**config.mk**
```make
export PLATFORM = sky130hd
export DESIGN_NAME = predictor_scheduler
export DESIGN_NICKNAME = d
export VERILOG_FILES = /design/src/rtl/predictor_scheduler.sv
export SDC_FILE = /design/constraint.sdc
export NUM_CORES = 1
export LEC_CHECK = 0
export BUFFER_PORTS_ARGS = -buffer_cell sky130_fd_sc_hd__buf_2
export CORE_MARGIN = 2
export CORE_UTILIZATION = 49
export CTS_CLUSTER_SIZE = 20
export DETAILED_ROUTE_END_ITERATION = 7
export GPL_ROUTABILITY_DRIVEN = 0
export GPL_TIMING_DRIVEN = 0
export PLACE_DENSITY = 0.83
export SLEW_MARGIN = 5
export SYNTH_ARGS = -nofsm -noshare
export SYNTH_HDL_FRONTEND = slang
export SYNTH_SLANG_ARGS = --single-unit
```
**constraint.sdc**
```tcl
create_clock -name clockIn -period 2.3 [get_ports clockIn]
set_clock_uncertainty 0.2 [all_clocks]
set_input_delay 0.23 -clock clockIn [delete_from_list [all_inputs] [get_ports clockIn]]
set_output_delay 0.23 -clock clockIn [all_outputs]
set_load 0.1 [all_outputs]
```
**src/rtl/predictor_scheduler.sv**
```systemverilog
// Branch-predictor table scheduler: arbitrates one single-ported 2-bit counter
// table between icache lookups, queued reorder-buffer updates and power-on init.
module predictor_scheduler #(
  parameter int LOCAL_WIDTH = 12,
  parameter int QUEUE_LOG   = 2
) (
  input  logic                   clockIn,
  input  logic                   resetIn,
  input  logic                   lookupValid,
  input  logic [31:0]            lookupAddr,
  output logic                   lookupReady,
  input  logic                   updateValid,
  input  logic [31:0]            updateAddr,
  input  logic                   updateTaken,
  output logic                   updateReady,
  output logic                   tableEnable,
  output logic                   tableWrite,
  output logic [LOCAL_WIDTH-1:0] tableIndex,
  output logic [1:0]             tableWriteData,
  input  logic [1:0]             tableReadData,
  output logic                   predictValid,
  output logic                   predictJump,
  output logic                   busy
);

  localparam int                     DEPTH    = 1 << QUEUE_LOG;
  localparam logic [QUEUE_LOG:0]     DEPTH_C  = DEPTH[QUEUE_LOG:0];
  localparam logic [LOCAL_WIDTH-1:0] LAST_IDX = '1;

  typedef enum logic [1:0] {INIT, IDLE, UPD_WRITE} state_e;

  typedef struct packed {
    logic [LOCAL_WIDTH-1:0] idx;
    logic                   taken;
  } upd_t;

  state_e                 state_q, state_d;
  logic [LOCAL_WIDTH-1:0] init_idx_q, init_idx_d;
  logic                   pred_q, pred_d;
  upd_t                   queue_q [DEPTH];
  logic [QUEUE_LOG-1:0]   wr_ptr_q, rd_ptr_q;
  logic [QUEUE_LOG:0]     count_q;

  logic                   q_full, q_empty, enq, deq;
  logic                   en, busy_c;
  logic [LOCAL_WIDTH-1:0] lookup_idx, update_idx;
  upd_t                   head;
  logic                   unused_addr_bits;

  assign lookup_idx = lookupAddr[LOCAL_WIDTH+1:2];
  assign update_idx = updateAddr[LOCAL_WIDTH+1:2];
  assign unused_addr_bits = ^{lookupAddr[31:LOCAL_WIDTH+2], lookupAddr[1:0],
                              updateAddr[31:LOCAL_WIDTH+2], updateAddr[1:0]};

  assign q_full      = (count_q == DEPTH_C);
  assign q_empty     = (count_q == '0);
  assign updateReady = !q_full;
  assign enq         = updateValid && !q_full;
  assign head        = queue_q[rd_ptr_q];

  always_comb begin
    state_d        = state_q;
    init_idx_d     = init_idx_q;
    pred_d         = 1'b0;
    deq            = 1'b0;
    en             = 1'b0;
    busy_c         = 1'b0;
    lookupReady    = 1'b0;
    tableWrite     = 1'b0;
    tableIndex     = init_idx_q;
    tableWriteData = 2'b01;
    unique case (state_q)
      INIT: begin
        en         = 1'b1;
        tableWrite = 1'b1;
        busy_c     = 1'b1;
        init_idx_d = init_idx_q + 1'b1;
        if (init_idx_q == LAST_IDX) state_d = IDLE;
      end
      IDLE: begin
        // Lookups win unless the queue is full; then the head update drains.
        if (lookupValid && !q_full) begin
          lookupReady = 1'b1;
          en          = 1'b1;
          tableIndex  = lookup_idx;
          pred_d      = 1'b1;
        end else if (!q_empty) begin
          en         = 1'b1;
          tableIndex = head.idx;
          state_d    = UPD_WRITE;
        end
      end
      UPD_WRITE: begin
        en         = 1'b1;
        tableWrite = 1'b1;
        tableIndex = head.idx;
        deq        = 1'b1;
        state_d    = IDLE;
        if (head.taken)
          tableWriteData = (tableReadData == 2'b11) ? 2'b11 : tableReadData + 2'd1;
        else
          tableWriteData = (tableReadData == 2'b00) ? 2'b00 : tableReadData - 2'd1;
      end
      default: state_d = INIT;
    endcase
  end

  // State resets to INIT asynchronously, so gate the INIT-driven strobes
  // while reset is held to keep the table quiet.
  assign tableEnable  = en && resetIn;
  assign busy         = busy_c && resetIn;
  assign predictValid = pred_q;
  assign predictJump  = pred_q && tableReadData[1];

  always_ff @(posedge clockIn or negedge resetIn) begin
    if (!resetIn) begin
      state_q    <= INIT;
      init_idx_q <= '0;
      pred_q     <= 1'b0;
      wr_ptr_q   <= '0;
      rd_ptr_q   <= '0;
      count_q    <= '0;
    end else begin
      state_q    <= state_d;
      init_idx_q <= init_idx_d;
      pred_q     <= pred_d;
      if (enq) wr_ptr_q <= wr_ptr_q + 1'b1;
      if (deq) rd_ptr_q <= rd_ptr_q + 1'b1;
      unique case ({enq, deq})
        2'b10:   count_q <= count_q + 1'b1;
        2'b01:   count_q <= count_q - 1'b1;
        default: count_q <= count_q;
      endcase
    end
  end

  always_ff @(posedge clockIn) begin
    if (enq) queue_q[wr_ptr_q] <= '{idx: update_idx, taken: updateTaken};
  end

endmodule

```
==> out/qor.yml, run 1 <==
finalNonFillerCells: 511
leakagePower_nw: 1.96
final_antenna_net_count: 0
dp_hpwl_mm: 6.23
status: "complete, but fails checks"
preCtsSetupSlack_ns: -0.413
die_w_um: 92.7
relSlewSlack: 0.303
start_kind: "flop"
clk_pin_slew_ns: 0.08
rsz0062_at_grt: "true"
die_height_um: 92.7
avgViaCountPerCell: 5.81
die-area_um2: 8600
vias: 2970
clock.fmax_mhz: 363
grt_first_pass_wirelength_mm: 15.2
synth_warnings: 0
finalMaxSlewViolations: 0
wirelength_mm: 9.91
rows: 32
portBuffers: 51
fin_crit_ns: 2.76
powerDensity_nw_per_um2: 731
syn_area_um2: 3860
min_from: "lookupValid"
timing.final.crit_share: 1.20
worstPathRequired_ns: 1.87
avgSynthCellArea_um2: 12.3
io_pins: 92
n_fill_cell: 548
grt-busiest-layer: "met2"
wire_per_inst_um: 19.4
core_um2: 7690
ys_types: 38
syn_inst: 314
cts_tree: "yes"
drive_above_1_share: 0.389
synth_nets: 396
cap_viol_max_count: 0
use_met3: 0.0504
syn2layout_area_growth_pct: 36.1
crit_fanout: 10
whs_path_depth: 3
cts_max_path_buffers: 2
clock_insertion_delay_worst_skew_ns: 0.36
antenna_cells: 0
antenna_found_initial: 0
start_util: 0.502
rr_startpoint: "count_q[0]$_DFFE_PN0P_"
vdd_drop_max_uv: 487
post-route-util: 0.683
drtIter0Drc: 285
root_buffer: "clkbuf_8"
met1_usage: 0.292
hold_path_class: "input pin to flop"
grt_max_degree: 23
grt_overflow: 0
finalHoldViolCount: 0
final_nets: 486
synth_seq_cells: 74
ys_seq_area_frac: 0.548
clock_sinks: 74
critPathKind: "flop to primary output"
fin_setup_tns_ns: -5.24
worst_pin_slew_ns: 1.04
holdPathEnd: "predictValid$_DFF_PN0_"
violations: "negative setup slack"
arrival_ns: 2.33
grtUsageMet2: 0.398
route.detailed.drc: 0
worstReg2RegEnd: "count_q[2]$_DFFE_PN0P_"
numCtsBuffers: 9
worstSetupEndpointType: "primary output"
setup_viol: 14
r2r_slack_ns: -0.07
first_global_vias: 3005
layout_setup_ws_ns: -0.456
grt_usage: 0.235
h-tree-depth: 3
dpl.cell_count: 467
ff2ff_path_depth: 9
power_mw: 3.84
firstDrtPassIters: 5
cell type report:
cell class              count  area (um^2)  share of cell area
clock buffers              10          128              0.0243
clock inverters             6         91.3              0.0174
flip-flops and latches     74         2110               0.402
well taps                 102          128              0.0243
repair buffers             81          732               0.139
multi-input cells         200         1790               0.341
inverters                  23         86.3              0.0164
plain buffers              15          184              0.0350
report_power, final:
group | switching, mW | total [mW] | internal (mW)
Clock | 0.512 | 1.13 | 0.615
Combinational | 0.596 | 0.944 | 0.348
Sequential | 0.0843 | 1.77 | 1.68
Total | 1.19 | 3.84 | 2.65
timing repair:
item,in CTS,in global routing
hold buffers,15,0
setup endpoints to repair,20,16
pin swaps,7,20
endpoints found under the hold margin,75,0
resized for setup,87,44
cloned,1,0
setup buffers,3,11
cell usage after synthesis (all sizes together):
library cell,number,area (um^2)
dfrtp,22,551
nor2,17,63.8
or3b,1,11.3
buf,9,72.6
fa,1,20.0
clkbuf,8,30.0
xnor2,13,114
a21boi,1,7.51
nand2,7,26.3
a22oi,12,90.1
or3,1,6.26
ha,10,125
a21oi,4,31.3
xor2,4,35.0
o21ai,29,145
mux4,1,22.5
mux2,2,22.5
edfxtp,52,1560
and3,16,109
inv,23,86.3
a31oi,1,6.26
nor4,1,6.26
nand4,4,25.0
nand3,4,20.0
and2,3,20.0
nor3,16,80.1
o41ai,13,189
nand2b,2,12.5
mux2i,36,360
o211ai,1,7.51
cell families (layout without fill, tap and decap cells):
group / Yosys count / count (layout) / share of synthesized area
buffers and inverters: 40 / 135 / 0.0490
flip-flops: 74 / 74 / 0.548
AO/OA/AOI/OAI: 61 / 61 / 0.124
multiplexers: 39 / 39 / 0.105
adder cells (fa/ha/maj): 11 / 11 / 0.0376
XOR/XNOR: 17 / 17 / 0.0386
AND/OR/NAND/NOR: 72 / 72 / 0.0986
cell usage in the layout, fill, tap and decap left out, drive strengths merged:
cell and count:
nor3 16, a31oi 1, mux2i 36, nor4 1
o21ai 29, o41ai 13, bufinv 2, and3 16
nand2b 2, clkinv 4, buf 77, or3b 1
dlygate4sd3 15, xnor2 13, o211ai 1, a21boi 1
nor2 17, xor2 4, clkbuf 14, ha 10
fa 1, nand2 7, inv 23, nand4 4
a21oi 4, dfrtp 22, edfxtp 52, or3 1
mux4 1, nand3 4, and2 3, a22oi 12
mux2 2
registers in the layout, summed over array words and instances, names as in the netlist:
signal        flops
queue_q          52
state_q           2
rd_ptr_q          2
wr_ptr_q          2
predictValid      1
count_q           3
init_idx_q       12
worst max path at each step:
| stage | from | end | slack (ns) | cells past startpoint |
|---|---|---|---|---|
| floorplan | count_q[0]$_DFFE_PN0P_ | tableIndex[1] | -0.38 | 6 |
| global placement | state_q[1]$_DFFE_PN0P_ | tableIndex[7] | -0.34 | 7 |
| CTS | count_q[0]$_DFFE_PN0P_ | tableIndex[1] | -0.42 | 7 |
| global route | count_q[0]$_DFFE_PN0P_ | tableIndex[7] | -0.50 | 7 |
| detailed placement | state_q[0]$_DFFE_PN0P_ | tableIndex[3] | -0.41 | 8 |
| finish | count_q[0]$_DFFE_PN0P_ | tableIndex[8] | -0.46 | 6 |
per-stage QoR:
step	cell area, um^2	hold slack, ns
after floorplan	3970	-0.266
after global placement	4360	0.0419
after detailed placement	4360	0.0432
after CTS	5020	0.0707
after global routing	5250	0.104
final	5250	0.0839
worst max-delay path, cell delays in order (launching register included):
cell	delay, ns
dfrtp_1	0.42
buf_4	0.15
nor3_1	0.41
clkbuf_4	0.38
o21ai_1	0.14
a22oi_2	0.25
buf_12	0.21
metal layers:
layer,up-vias,routed length [um],share of wire
li1,1349,-,-
met5,-,0,0
met1,1450,4030,0.41
met2,138,4950,0.50
met4,0,284,0.029
met3,33,642,0.065
Note: power is estimated with default switching activity, not from simulation.
==> inputs of run 2 (changes only) <==
--- a/config.mk
+++ b/config.mk
@@ -7,12 +7,12 @@
 export LEC_CHECK = 0
 export BUFFER_PORTS_ARGS = -buffer_cell sky130_fd_sc_hd__buf_2
 export CORE_MARGIN = 2
-export CORE_UTILIZATION = 49
+export CORE_UTILIZATION = 54
 export CTS_CLUSTER_SIZE = 20
 export DETAILED_ROUTE_END_ITERATION = 7
 export GPL_ROUTABILITY_DRIVEN = 0
 export GPL_TIMING_DRIVEN = 0
-export PLACE_DENSITY = 0.83
+export PLACE_DENSITY = 0.86
 export SLEW_MARGIN = 5
 export SYNTH_ARGS = -nofsm -noshare
 export SYNTH_HDL_FRONTEND = slang
==> constraint.sdc (replaced) <==
create_clock -name clockIn -period 2.64 [get_ports clockIn]
set_clock_uncertainty 0.2 [all_clocks]
set_input_delay 0.264 -clock clockIn [delete_from_list [all_inputs] [get_ports clockIn]]
set_output_delay 0.264 -clock clockIn [all_outputs]
set_load 0.1 [all_outputs]
==> run 2 against run 1 <==
The flow still finishes with violations (negative setup slack). Hold slack worse by 0.013 ns. Final area is 0.81% higher. Power down 17%. Critical path type unchanged. Critical endpoint is now tableIndex[3]. Largest cell class unchanged.
==> out/qor.yml, run 2 (synthesized netlist as in run 1, its figures left out) <==
grt_first_pass_wirelength_mm: 15.4
regArea_um2: 2110
pwr-share-seq: 0.484
final_antenna_net_count: 0
clock.fmax_mhz: 366
whs_path_depth: 3
clk_pin_slew_ns: 0.07
first_global_vias: 3078
root_buffer: "clkbuf_8"
start_kind: "flop"
worstSetupEndpointType: "primary output"
clock_insertion_delay_worst_skew_ns: 0.35
die_w_um: 88.5
drtIter0Drc: 287
slowest_delay_ns: 0.42
worstPathRequired_ns: 2.18
n_fill_cell: 406
cap_viol_max_count: 0
finalNonFillerCells: 506
clock_sinks: 74
cp_cell_sequence: "or3b_4 -> buf_8 -> a21oi_4 -> buf_6 -> buf_8 -> o21ai_2 -> a22oi_2 -> buf_12"
core_um2: 6870
dp_hpwl_mm: 6.12
largestRegisters: "queue_q (52), init_idx_q (12), count_q (3)"
final_common_cell: "edfxtp_1"
io_pins: 92
p_int_mw: 2.15
wirelength_mm: 10.5
layout_setup_ws_ns: -0.0929
final_nets: 487
final_cell_mix: "edfxtp_1 (52), buf_2 (39), mux2i_1 (31), dfrtp_1 (22)"
start_util: 0.562
violations: "negative setup slack"
critPathBufInv: 4
vdd_drop_max_uv: 378
grt_overflow: 0
syn2layout_area_growth_pct: 37.2
worstReg2RegEnd: "count_q[2]$_DFFE_PN0P_"
finalMaxSlewViolations: 0
h-tree-depth: 3
power_mw: 3.18
antenna_cells: 0
dpl-instance-area_um2: 4380
rows: 30
firstDrtPassIters: 5
cts_tree: "yes"
vias: 3054
rsz0062_at_grt: "true"
clkPwrFrac: 0.243
wire_per_inst_um: 20.8
r2r_slack_ns: 0.20
timing.final.crit_share: 1.04
critPathKind: "flop to primary output"
setup_viol: 11
powerDensity_nw_per_um2: 600
route.detailed.drc: 0
worst_pin_slew_ns: 0.813
finalHoldViolCount: 0
numCtsBuffers: 9
cp_slowest_cell: "or3b_4"
largest_register_ffs: 52
crit_fanout: 5
leakagePower_nw: 1.97
ff2ff_path_depth: 9
dpl.cell_count: 461
arrival_ns: 2.27
critPathMostFrequentCell: "buf_8"
holdPathEnd: "wr_ptr_q[0]$_DFFE_PN0P_"
p_sw_mw: 1.03
rr_startpoint: "count_q[1]$_DFFE_PN0P_"
relSlewSlack: 0.458
multi_input_area_um2: 1890
hold_ws_ns: 0.0713
die-area_um2: 7840
fin_area_um2: 5290
grt_usage: 0.273
critical_path.top_delay_family: "buffers and inverters"
hold_path_class: "input pin to flop"
drive_above_1_share: 0.432
min_from: "updateValid"
antenna_found_initial: 0
combPwrFrac: 0.272
cts_max_path_buffers: 2
grt_max_degree: 25
die_height_um: 88.5
status: "complete, but fails checks"
avgViaCountPerCell: 6.04
fin_crit_ns: 2.73
p_sw_frac: 0.324
top_register: "queue_q"
portBuffers: 51
-- run 2: changes by cell type in the layout (fill, tap and decap cells not counted), moves of 3 or more --
cell and change:
o21ai_1 -11, clkbuf_1 +3, mux2i_2 +4, clkinv_4 -3
nor3_1 -3, buf_6 -4, buf_2 +4, buf_4 -3
mux2i_1 -5, o21ai_2 +11, nor3_2 +3
-- run 2: per-layer routing --
layer / part of all wire / track usage / routed length [um]
met5: 0 / 0 / 0
met4: 0.038 / 0.147 / 398
met3: 0.059 / 0.0588 / 621
met2: 0.52 / 0.464 / 5450
met1: 0.38 / 0.324 / 4040
-- run 2: layout make-up --
cell class / count / share of cell area
multi-input combinational: 200 / 0.357
sequential: 74 / 0.399
timing repair buffer: 81 / 0.140
inverter: 23 / 0.0163
clock buffer: 13 / 0.0281
clock inverter: 3 / 0.00307
tap: 96 / 0.0227
buffer: 16 / 0.0340
-- run 2: worst max-delay path by stage --
stage,slack [ns],end,cells past startpoint,from
after global placement,-0.01,tableIndex[7],5,count_q[1]$_DFFE_PN0P_
after floorplan,-0.28,tableWriteData[1],5,rd_ptr_q[1]$_DFFE_PN0N_
final,-0.09,tableIndex[3],8,count_q[1]$_DFFE_PN0P_
after CTS,-0.06,tableIndex[7],8,count_q[0]$_DFFE_PN0P_
after global routing,-0.15,tableIndex[3],8,count_q[1]$_DFFE_PN0P_
after detailed placement,-0.07,tableIndex[7],5,count_q[0]$_DFFE_PN0P_
-- run 2: through the flow --
step           TNS [ns]   util  worst slack, ns
5_1_grt           -1.07  0.771           -0.154
6_report         -0.369  0.771          -0.0929
4_1_cts          -0.394  0.736          -0.0599
2_1_floorplan    -0.826      -           -0.277
3_3_place_gp    -0.0114  0.638          -0.0114
3_5_place_dp     -0.215  0.638          -0.0685
-- run 2: power by group through the flow --
stage / Clock (mW) / Sequential (mW) / Combinational, mW
detailed placement: 0 / 1.57 / 0.650
global placement: 0 / 1.56 / 0.619
finish: 0.773 / 1.54 / 0.866
floorplan: 0 / 1.55 / 0.452
global route: 0.822 / 1.55 / 0.928
CTS: 0.771 / 1.53 / 0.760
-- run 2: repair_timing --
item / CTS / global route
gates cloned: 2 / 0
gates resized for setup: 71 / 44
hold buffers: 14 / 0
setup endpoints to repair: 12 / 13
setup buffers: 9 / 5
hold endpoints to repair: 74 / 0
pin swaps: 6 / 13
-- run 2: worst register-to-register path, delay by kind of cell (launching register included) --
family / cells / cell delay (ns)
AND/OR/NAND/NOR: 3 / 0.70
XOR/XNOR: 2 / 0.30
flip-flops: 1 / 0.38
buffers and inverters: 2 / 0.22
adder cells (fa/ha/maj): 2 / 0.58
==> inputs of run 3 (changes only) <==
--- a/config.mk
+++ b/config.mk
@@ -12,7 +12,8 @@
 export DETAILED_ROUTE_END_ITERATION = 7
 export GPL_ROUTABILITY_DRIVEN = 0
 export GPL_TIMING_DRIVEN = 0
-export PLACE_DENSITY = 0.86
+export PLACE_DENSITY = 0.8
+export REMOVE_ABC_BUFFERS = 1
 export SLEW_MARGIN = 5
 export SYNTH_ARGS = -nofsm -noshare
 export SYNTH_HDL_FRONTEND = slang
==> run 3 against run 2 <==
Via count increased by 2.9%. Largest cell class unchanged. The run still ends with negative setup slack left. Count of clock-buffer cells in the layout down 3. Critical path depth is 2 higher. Sequential share of layout area shrank 0.27 points. Register-to-register slack got worse by 0.31 ns. Final cell count is 1.2% higher. Core utilization increased by 0.95 points. Hold slack better by 0.054 ns.
==> out/qor.yml, run 3 (synthesized netlist as in run 1, its figures left out) <==
status: "complete, but fails checks"
grt_overflow: 0
finalMaxSlewViolations: 0
finalNonFillerCells: 512
top_register: "queue_q"
start_kind: "flop"
die_w_um: 88.5
core_um2: 6870
largest_register_ffs: 52
grtUsageMet2: 0.422
grt-busiest-layer: "met2"
clock_insertion_delay_worst_skew_ns: 0.36
drive_above_1_share: 0.394
ff2ff_path_depth: 10
dpl.cell_count: 444
cp_slowest_cell: "dfrtp_2"
layout_setup_ws_ns: -0.112
powerDensity_nw_per_um2: 709
rr_startpoint: "count_q[1]$_DFFE_PN0P_"
rows: 30
post-route-util: 0.780
power_mw: 3.80
worstPathRequired_ns: 2.71
first_global_vias: 2754
grt_first_pass_wirelength_mm: 14.0
portBuffers: 51
cap_viol_max_count: 0
fin_setup_tns_ns: -0.824
antenna_found_initial: 0
worstReg2RegEnd: "count_q[2]$_DFFE_PN0P_"
grt_max_degree: 25
antenna_cells: 0
route.detailed.drc: 0
final_antenna_net_count: 0
slowest_delay_ns: 0.44
final_cell_mix: "edfxtp_1 (52), buf_2 (38), mux2i_1 (36), buf_4 (23), inv_1 (22)"
arrival_ns: 2.82
vias: 3143
cts_tree: "yes"
worstSetupEndpointType: "flop"
worst_pin_slew_ns: 0.783
critPathCapture: "count_q[2]$_DFFE_PN0P_"
vdd_drop_max_uv: 495
worstSetupStartpoint: "count_q[1]$_DFFE_PN0P_"
final_common_cell: "edfxtp_1"
clock_sinks: 74
start_util: 0.562
h-tree-depth: 3
r2r_slack_ns: -0.11
relSlewSlack: 0.478
cp.depth: 10
timing.final.crit_share: 1.04
critPathKind: "flop to flop"
drtIter0Drc: 409
cp_cell_sequence: "buf_4 -> or3b_4 -> buf_4 -> nand2_1 -> ha_1 -> inv_1 -> fa_1 -> xor2_1 -> nor2_1 -> xor2_1"
root_buffer: "clkbuf_8"
firstDrtPassIters: 5
dpl-instance-area_um2: 4140
io_pins: 92
leakagePower_nw: 1.97
wirelength_mm: 11.1
dp_hpwl_mm: 5.22
preCtsSetupSlack_ns: -0.580
cts_max_path_buffers: 2
critical_path.top_delay_family: "simple AND/OR/NAND/NOR gates"
clk_pin_slew_ns: 0.08
die_height_um: 88.5
use_met3: 0.0476
fin_area_um2: 5360
critPathBufInv: 3
met1_usage: 0.312
rsz0062_at_grt: "true"
final_nets: 493
finalHoldViolCount: 0
avgViaCountPerCell: 6.14
hold_path_class: "input pin to flop"
wire_per_inst_um: 21.7
fin_crit_ns: 2.75
crit_fanout: 4
violations: "negative setup slack"
setup_viol: 13
largestRegisters: "queue_q (52), init_idx_q (12), count_q (3)"
hold_ws_ns: 0.125
syn2layout_area_growth_pct: 38.9
clock.fmax_mhz: 363
die-area_um2: 7840
grt_usage: 0.248
numCtsBuffers: 9
## run 3: changes by cell type in the layout (fill, tap and decap cells not counted), moves of 5 or more
| cell | change |
|---|---|
| o21ai_2 | -11 |
| buf_4 | +10 |
| buf_6 | +7 |
| o21ai_1 | +7 |
| and3_4 | +5 |
| dfrtp_1 | -5 |
| mux2i_1 | +5 |
| nor3_2 | -5 |
## run 3: how the worst min path moves through the flow
| stage | from | endpoint | slack, ns | depth (start not counted) |
|---|---|---|---|---|
| CTS | updateValid | wr_ptr_q[0]$_DFFE_PN0P_ | 0.06 | 3 |
| global route | updateValid | wr_ptr_q[0]$_DFFE_PN0P_ | 0.13 | 3 |
| global placement | resetIn | wr_ptr_q[0]$_DFFE_PN0P_ | 0.07 | 1 |
| detailed placement | resetIn | wr_ptr_q[1]$_DFFE_PN0P_ | 0.07 | 1 |
| floorplan | resetIn | count_q[0]$_DFFE_PN0P_ | -0.23 | 0 |
| finish | updateValid | wr_ptr_q[0]$_DFFE_PN0P_ | 0.13 | 3 |
## run 3: final cells by class
type                            instances  area, um^2
Clock inverter                          6         129
Sequential cell                        74        2120
Clock buffer                           10         128
Timing Repair Buffer                  100         883
Inverter                               23        86.3
Fill cell                             409        1510
Multi-Input combinational cell        203        1890
Tap cell                               96         120
## run 3: routing by layer
layer  vias to the layer above  wire (um)
met3                        41        850
met2                       175       5480
li1                       1364          -
met4                         0        412
met5                         -          0
met1                      1563       4380
## run 3: timing repair
item | 4_1_cts | 5_1_grt
setup buffers | 8 | 27
setup endpoints to repair | 15 | 14
gates resized for setup | 60 | 66
cloned | 2 | 1
hold buffers | 14 | 0
hold endpoints to repair | 74 | 0
pin swaps | 14 | 31
## run 3: worst reg2reg max path, delay by kind of cell, from the launching register on
family        cells  cell delay [ns]
flops             1             0.44
buf+inv           3             0.38
simple gates      3             0.72
fa+ha+maj         2             0.58
xor+xnor          2             0.34
## run 3: where the power goes
part	switching, mW	internal, mW
sequential	0.0992	1.47
clock	0.422	0.719
combinational	0.642	0.447
